File: src/rtl/cdb_arbiter.sv
// Common-data-bus arbiter: one holding slot per result producer, one registered broadcast per cycle.
// Define CDB_LSB_PRIORITY_EN for fixed lowest-index-first priority instead of round-robin.
module cdb_arbiter #(
  parameter int NUM_REQ   = 3,
  parameter int ROB_IDX_W = 4,
  parameter int DATA_W    = 32
) (
  input  logic                         clk,
  input  logic                         rst,
  input  logic                         rdy,
  input  logic                         clear,
  input  logic [NUM_REQ-1:0]           req_valid,
  output logic [NUM_REQ-1:0]           req_ready,
  input  logic [NUM_REQ*ROB_IDX_W-1:0] req_rob_id,
  input  logic [NUM_REQ*DATA_W-1:0]    req_val,
  input  logic [NUM_REQ*32-1:0]        req_pc,
  input  logic [NUM_REQ-1:0]           req_br,
  output logic                         cdb_valid,
  output logic [ROB_IDX_W-1:0]         cdb_rob_id,
  output logic [DATA_W-1:0]            cdb_val,
  output logic [31:0]                  cdb_pc,
  output logic                         cdb_br,
  output logic [$clog2(NUM_REQ)-1:0]   cdb_src
);

  localparam int SRC_W = $clog2(NUM_REQ);

  logic [NUM_REQ-1:0]   hold_v;
  logic [ROB_IDX_W-1:0] slot_rob [NUM_REQ];
  logic [DATA_W-1:0]    slot_val [NUM_REQ];
  logic [31:0]          slot_pc  [NUM_REQ];
  logic [NUM_REQ-1:0]   slot_br;

  logic [SRC_W-1:0]     rr_ptr;
  logic [SRC_W-1:0]     rr_next;
  logic [SRC_W-1:0]     grant_idx;
  logic                 grant_any;
  logic [NUM_REQ-1:0]   grant;
  logic [SRC_W:0]       pos;
  logic [SRC_W-1:0]     idx;

  // Modular search from rr_ptr; pos is one bit wider so non-power-of-2 NUM_REQ wraps correctly.
  always_comb begin
    grant     = '0;
    grant_idx = '0;
    grant_any = 1'b0;
    pos       = '0;
    idx       = '0;
    for (int unsigned k = 0; k < NUM_REQ; k++) begin
      pos = {1'b0, rr_ptr} + (SRC_W+1)'(k);
      if (pos >= (SRC_W+1)'(NUM_REQ))
        pos = pos - (SRC_W+1)'(NUM_REQ);
      idx = pos[SRC_W-1:0];
      if (!grant_any && hold_v[idx]) begin
        grant_any = 1'b1;
        grant_idx = idx;
      end
    end
    if (grant_any)
      grant[grant_idx] = 1'b1;
  end

  assign rr_next   = (grant_idx == SRC_W'(NUM_REQ-1)) ? '0 : grant_idx + SRC_W'(1);
  assign req_ready = {NUM_REQ{rdy & ~rst & ~clear}} & (~hold_v | grant);

  for (genvar g = 0; g < NUM_REQ; g++) begin : g_slot
    logic                 v;
    logic                 br;
    logic [ROB_IDX_W-1:0] rob;
    logic [DATA_W-1:0]    val;
    logic [31:0]          pc;

    // Reload wins over grant-clear so a slot drained and refilled on one edge stays valid.
    always_ff @(posedge clk) begin
      if (rst) begin
        v   <= 1'b0;
        br  <= 1'b0;
        rob <= '0;
        val <= '0;
        pc  <= '0;
      end else if (rdy) begin
        if (clear) begin
          v <= 1'b0;
        end else if (req_valid[g] && req_ready[g]) begin
          v   <= 1'b1;
          rob <= req_rob_id[g*ROB_IDX_W +: ROB_IDX_W];
          val <= req_val[g*DATA_W +: DATA_W];
          pc  <= req_pc[g*32 +: 32];
          br  <= req_br[g];
        end else if (grant[g]) begin
          v <= 1'b0;
        end
      end
    end

    assign hold_v[g]   = v;
    assign slot_br[g]  = br;
    assign slot_rob[g] = rob;
    assign slot_val[g] = val;
    assign slot_pc[g]  = pc;
  end

  always_ff @(posedge clk) begin
    if (rst) begin
      rr_ptr     <= '0;
      cdb_valid  <= 1'b0;
      cdb_rob_id <= '0;
      cdb_val    <= '0;
      cdb_pc     <= '0;
      cdb_br     <= 1'b0;
      cdb_src    <= '0;
    end else if (rdy) begin
      if (clear) begin
        cdb_valid <= 1'b0;
      end else if (grant_any) begin
        cdb_valid  <= 1'b1;
        cdb_rob_id <= slot_rob[grant_idx];
        cdb_val    <= slot_val[grant_idx];
        cdb_pc     <= slot_pc[grant_idx];
        cdb_br     <= slot_br[grant_idx];
        cdb_src    <= grant_idx;
`ifdef CDB_LSB_PRIORITY_EN
        rr_ptr     <= '0;
`else
        rr_ptr     <= rr_next;
`endif
      end else begin
        cdb_valid <= 1'b0;
      end
    end
  end

endmodule

File: config.mk
export PLATFORM = sky130hd
export DESIGN_NAME = cdb_arbiter
export DESIGN_NICKNAME = d
export VERILOG_FILES = /design/src/rtl/cdb_arbiter.sv
export SDC_FILE = /design/constraint.sdc
export NUM_CORES = 1
export LEC_CHECK = 0
export ABC_AREA = 1
export CAP_MARGIN = 20
export CORE_UTILIZATION = 45
export CTS_CLUSTER_DIAMETER = 100
export DETAILED_ROUTE_END_ITERATION = 16
export PLACE_DENSITY = 0.86
export SYNTH_ARGS = -nofsm -noshare
export SYNTH_HDL_FRONTEND = slang
export SYNTH_SLANG_ARGS = --single-unit
File: constraint.sdc
create_clock -name clk -period 2.2 [get_ports clk]
set_clock_uncertainty 0.05 [all_clocks]
set_input_delay 0.22 -clock clk [delete_from_list [all_inputs] [get_ports clk]]
set_output_delay 0.22 -clock clk [all_outputs]
set_load 0.03 [all_outputs]
==> results.json, run 1 <==
{
  "synth.avg_cell_area_um2": 7.05,
  "place_ws_ns": -0.233,
  "clockPowerShare": 0.405,
  "dpl.hpwl_um": 26300,
  "drv_slew": 0,
  "die_h_um": 168,
  "dr.first_iter.drc_count": 1910,
  "slew_headroom": 0.205,
  "synth_area_leaders": "dfxtp_1 (46%), a21oi_1 (11%), nand2_1 (11%)",
  "cp-start-kind": "register",
  "p_int_w": 0.00904,
  "cts.sinks": 284,
  "antenna_found_initial": 0,
  "fin_crit_sh": 1.22,
  "worstSkewPairLatency_ns": 0.56,
  "fin_ws_ns": -0.487,
  "die_w_um": 168,
  "hold_class": "primary input to register",
  "r2r-end": "g_slot[0].pc[4]",
  "violations": "negative setup slack",
  "yosysSeqAreaShare": 0.458,
  "routed_via_density": 6.09,
  "drc": 0,
  "netlist_area_um2": 12400,
  "finalHoldViolations": 0,
  "p_sw_w": 0.00331,
  "crit_fanout": 6,
  "synth_cell_type_count": 21,
  "synthCells": 1759,
  "r2r_cells": 18,
  "clkTransAtPathRegs_ns": 0.06,
  "start_util": 0.459,
  "synth_top_area_frac": 0.458,
  "num_rows": 60,
  "r2r-start": "rr_ptr[0]",
  "p_comb_frac": 0.160,
  "num_vias": 14800,
  "seqPwrFrac": 0.435,
  "ff_latch_area_um2": 5690,
  "critical_path_class": "register to output port",
  "crit_end": "req_ready[2]",
  "ant_nets": 0,
  "synthArstFlopShare": 0,
  "finalNetCount": 2290,
  "yosysWarnings": 0,
  "synth-seq-cells": 284,
  "cts_tree": "built",
  "root_buffer": "clkbuf_16",
  "rsz0062_at_grt": "yes",
  "gp_congestion": 0.854,
  "cts_buffer_depth": 3,
  "htreeDepth": 1,
  "end_kind": "output port",
  "multi_input_area_um2": 6330,
  "routed_wl_um": 55600,
  "cts_hold_buffers": 0,
  "grt_start_max_net_pins": 146,
  "drive_above_1_share": 0.199,
  "crit_arrival_ns": 2.42,
  "max_freq_mhz": 372,
  "hold_slack_ns": 0.184,
  "synth_flop_cell": "dfxtp_1",
  "grt_first_pass_wirelength_um": 70700,
  "wl_per_cell_um": 22.8,
  "syn_nets": 1977,
  "p_leak_nw": 8.02,
  "status": "finished, violations left",
  "cts_made_buffers": 30,
  "setup_viol": 279,
  "peakVddDrop_mv": 0.643,
  "period_minus_slack_ns": 2.69,
  "critPathLaunch": "rr_ptr[0]",
  "tightest_slew_ns": 1.19,
  "switching_share": 0.268,
  "grt_usage": 0.315,
  "grt_pass1_vias": 13400,
  "area_growth_pct": 58.4,
  "r2r_setup_slack_ns": -0.40,
  "synth_area_leader_cell": "dfxtp_1",
  "required_ns": 1.93,
  "synth_edf_count": 0,
  "final_util": 0.727,
  "place_area_um2": 15900,
  "dieArea_um2": 28200,
  "tns_ns": -57.55,
  "final_cell_area_um2": 19700,
  "powerDensity_nw_per_um2": 628,
  "coreArea_um2": 27000,
  "nFillCells": 1815,
  "globalRouteOverflowTotal": 0,
  "maxCapViolations": 0,
  "numPortBuffers": 288,
  "dr.pass1.iters": 7,
  "io_pins": 289
}
## flip-flops by register name, summed over array words and instances (netlist names)
signal and count:
cdb_pc 32, rr_ptr 2, cdb_rob_id 4, cdb_val 32
g_slot.rob 12, g_slot.br 3, cdb_br 1, cdb_valid 1
g_slot.val 96, g_slot.pc 96, g_slot.v 3, cdb_src 2
## cell usage in the layout, fill, tap and decap left out, types with 4 or more instances in the layout
master	n
nor2_1	61
clkbuf_8	5
nand3_1	80
buf_12	35
clkbuf_1	4
inv_2	4
clkinv_2	7
a21oi_2	69
o211ai_1	69
nand2_1	341
inv_1	214
o21ai_0	39
nand4_1	71
nand3_2	39
buf_16	16
buf_8	13
nor2_2	9
clkbuf_16	59
clkdlybuf4s50_1	281
buf_6	22
o21ai_2	16
o21ai_1	18
buf_4	32
dfxtp_1	282
nand2_2	29
nand3_4	30
inv_4	6
a21oi_1	215
## area by class of cell
cell class / count / share of cell area
inverter: 225 / 0.0444
timing repair inverter: 1 / 0.000446
clock inverter: 13 / 0.00535
multi-input combinational: 1100 / 0.322
sequential: 284 / 0.290
antenna: 2 / 0.000255
clock buffer: 40 / 0.0437
timing repair buffer: 430 / 0.272
tap: 341 / 0.0217
## worst min-delay path by stage
stage | end | cells past startpoint | slack (ns) | from
after floorplan | g_slot[1].br | 2 | 0.33 | req_br[1]
after global placement | g_slot[1].pc[13] | 2 | 0.40 | g_slot[1].pc[13]
after detailed placement | g_slot[1].val[8] | 2 | 0.41 | g_slot[1].val[8]
after CTS | g_slot[2].pc[12] | 3 | 0.17 | req_valid[2]
after global routing | g_slot[1].val[23] | 3 | 0.18 | req_val[55]
final | g_slot[1].val[27] | 3 | 0.18 | req_val[59]
## stage by stage
stage,instances,total power (W)
2_1_floorplan,1759,0.00616
3_3_place_gp,2296,0.00690
3_5_place_dp,2296,0.00693
4_1_cts,2393,0.0120
5_1_grt,2434,0.0127
6_report,2436,0.0124
## timing repair
action / in CTS / in global routing
endpoints found under the hold margin: 0 / 0
pin swaps: 17 / 107
resized for setup: 92 / 284
endpoints found under the setup margin: 283 / 287
gates cloned: 19 / 34
buffers inserted: 26 / 19
## power by group through the flow
| stage | sequential (W) | combinational [W] | clock, W |
|---|---|---|---|
| 2_1_floorplan | 0.00553 | 0.000624 | 0 |
| 5_1_grt | 0.00538 | 0.00206 | 0.00524 |
| 3_3_place_gp | 0.00547 | 0.00144 | 0 |
| 4_1_cts | 0.00536 | 0.00162 | 0.00499 |
| 6_report | 0.00537 | 0.00198 | 0.00501 |
| 3_5_place_dp | 0.00547 | 0.00146 | 0 |
## worst max-delay path: stages (launching register included)
cell and delay [ns]:
dfxtp_2 0.32, buf_4 0.15, ha_4 0.17, inv_4 0.05, nand2_1 0.05, nand2_1 0.08, nand2_2 0.11, a21boi_2 0.23
buf_4 0.16, nand2_4 0.06, inv_4 0.08, nand2_4 0.06, nand2_4 0.07, inv_4 0.04, buf_12 0.12, buf_8 0.12
## cell families (layout without fill, tap and decap cells)
logic type,after synthesis,in the layout,share of synthesized area
DFF,284,284,0.458
AOI/OAI and AO/OA,430,430,0.188
other,0,2,0
adders and majority gates,4,4,0.00403
and+or+nand+nor,666,666,0.231
buffers and inverters,375,709,0.118
## routing by layer
metal	wire [um]	GRT usage
met1	19200	0.389
met2	25000	0.530
met3	7200	0.0592
met4	4200	0.148
met5	0	0
## synthesized netlist by cell type, types with 4 or more instances
master,number
inv_1,221
ha_1,4
nand2_1,373
buf_1,7
buf_2,49
nand3_1,149
nor2_1,70
nand4_1,71
clkbuf_1,94
dfxtp_1,284
o21ai_0,73
o211ai_1,69
a21oi_1,285
Power figures use the tool's default switching activity.
==> run 2: changes to the inputs <==
CORE_MARGIN = 2   (was default)
==> results.json, run 2 (synthesis results as in run 1) <==
{
  "area_growth_pct": 68.9,
  "globalRouteOverflowTotal": 0,
  "dr.pass1.iters": 7,
  "hold_class": "primary input to register",
  "clkTransAtPathRegs_ns": 0.07,
  "p_int_w": 0.00932,
  "end_kind": "output port",
  "cts_tree": "built",
  "worstSkewPairLatency_ns": 0.56,
  "cts_made_buffers": 29,
  "rsz0062_at_grt": "yes",
  "critPathLaunch": "rr_ptr[0]",
  "ant_nets": 0,
  "period_minus_slack_ns": 2.75,
  "seqPwrFrac": 0.419,
  "htreeDepth": 1,
  "drc": 0,
  "crit_fanout": 5,
  "violations": "negative setup slack",
  "coreArea_um2": 27000,
  "gp_congestion": 0.836,
  "place_area_um2": 15900,
  "fin_ws_ns": -0.554,
  "die_h_um": 170,
  "final_cell_area_um2": 21000,
  "cp-start-kind": "register",
  "fin_cells": 2466,
  "wl_per_cell_um": 26.4,
  "crit_arrival_ns": 2.48,
  "final_util": 0.776,
  "routed_via_density": 6.44,
  "hold_slack_ns": 0.201,
  "max_freq_mhz": 363,
  "hp-start": "req_val[82]",
  "finalNetCount": 2318,
  "numPortBuffers": 288,
  "routed_wl_um": 65100,
  "status": "finished, violations left",
  "drive_above_1_share": 0.255,
  "p_leak_nw": 8.58,
  "p_sw_w": 0.00351,
  "fin_crit_sh": 1.25,
  "layout_commonest_cell": "nand2_1",
  "switching_share": 0.274,
  "dpl.hpwl_um": 27100,
  "finalHoldViolations": 0,
  "r2r-start": "rr_ptr[0]",
  "num_vias": 15900,
  "grt_pass1_vias": 14600,
  "drv_slew": 0,
  "p_comb_frac": 0.171,
  "clockPowerShare": 0.409,
  "grt_start_max_net_pins": 146,
  "die_w_um": 170,
  "critical_path_class": "register to output port",
  "maxCapViolations": 0,
  "dr.first_iter.drc_count": 2285,
  "root_buffer": "clkbuf_16",
  "cts.sinks": 284,
  "io_pins": 289,
  "antenna_found_initial": 3,
  "reg_top3": "g_slot.pc: 96 flops, g_slot.val: 96 flops",
  "grt_usage": 0.359,
  "grt_first_pass_wirelength_um": 80400,
  "slew_headroom": 0.344,
  "dp_cells": 2296,
  "required_ns": 1.93,
  "setup_viol": 286,
  "peakVddDrop_mv": 0.473,
  "start_util": 0.459,
  "num_rows": 60,
  "powerDensity_nw_per_um2": 612,
  "cts_buffer_depth": 3,
  "layout_common_cells": "nand2_1 (296), dfxtp_1 (282), clkdlybuf4s50_1 (281)",
  "tightest_slew_ns": 0.984,
  "dieArea_um2": 28900
}
## run 2: cell types whose count changed in the layout (fill, tap and decap cells not counted), sizes merged
cell	previous run	this run
bufinv	1	4
clkinv	9	10
buf	121	154
diode	2	3
inv	226	225
bufbuf	0	7
clkbuf	68	54
## run 2: power by group through the flow
| stage | sequential [W] | combinational (W) | clock, W |
|---|---|---|---|
| after global routing | 0.00538 | 0.00226 | 0.00539 |
| final | 0.00538 | 0.00220 | 0.00525 |
| after global placement | 0.00547 | 0.00144 | 0 |
| after floorplan | 0.00553 | 0.000624 | 0 |
| after CTS | 0.00536 | 0.00185 | 0.00516 |
| after detailed placement | 0.00547 | 0.00147 | 0 |
## run 2: metrics by stage
| stage | power [W] | setup slack (ns) | TNS, ns |
|---|---|---|---|
| final | 0.0128 | -0.554 | -92.96 |
| after global routing | 0.0130 | -0.738 | -109.15 |
| after CTS | 0.0124 | -0.387 | -34.36 |
| after detailed placement | 0.00694 | -0.210 | -33.27 |
| after global placement | 0.00690 | -0.118 | -10.29 |
| after floorplan | 0.00616 | -0.00649 | -0.00649 |
## run 2: final timing paths
| check | endpoint | slack, ns | depth (start not counted) |
|---|---|---|---|
| worst min register to register | g_slot[2].val[10] | 0.42 | 2 |
| worst max-delay path | req_ready[2] | -0.55 | 14 |
| worst max register to register | g_slot[1].pc[6] | -0.55 | 19 |
| worst min-delay path | g_slot[2].val[18] | 0.20 | 3 |
## run 2: routing by layer
| metal | vias to the layer above | wire length [um] | GRT usage |
|---|---|---|---|
| li1 | 6474 | - | - |
| met1 | 7211 | 21300 | 0.434 |
| met2 | 1585 | 27500 | 0.569 |
| met3 | 608 | 9770 | 0.0951 |
| met4 | 0 | 6530 | 0.226 |
| met5 | - | 0 | 0 |
## run 2: worst max-delay path, cell delays in order, from the launching register on
cell and delay (ns):
dfxtp_2 0.35, inv_2 0.06, ha_4 0.30, inv_2 0.05, nand2_2 0.06, nand2_2 0.08
a21oi_4 0.16, nand4_1 0.22, nand2_2 0.15, inv_2 0.07, nand2_4 0.08, nand2_4 0.05
inv_4 0.08, buf_12 0.10, buf_8 0.11
## run 2: final cells by class
type	count	area, um^2
repair buffers	460	6130
diodes	3	7.51
clock inverters	17	204
inverters	225	857
flip-flops and latches	284	5690
multi-input cells	1100	6850
fillers	1533	6060
clock buffers	36	792
well taps	341	427
## run 2: repair_timing
action,in CTS,in global routing
hold buffers,0,0
hold endpoints to repair,0,0
setup buffers,46,19
gates resized for setup,197,302
pin swaps,54,104
gates cloned,44,21
endpoints found under the setup margin,286,286
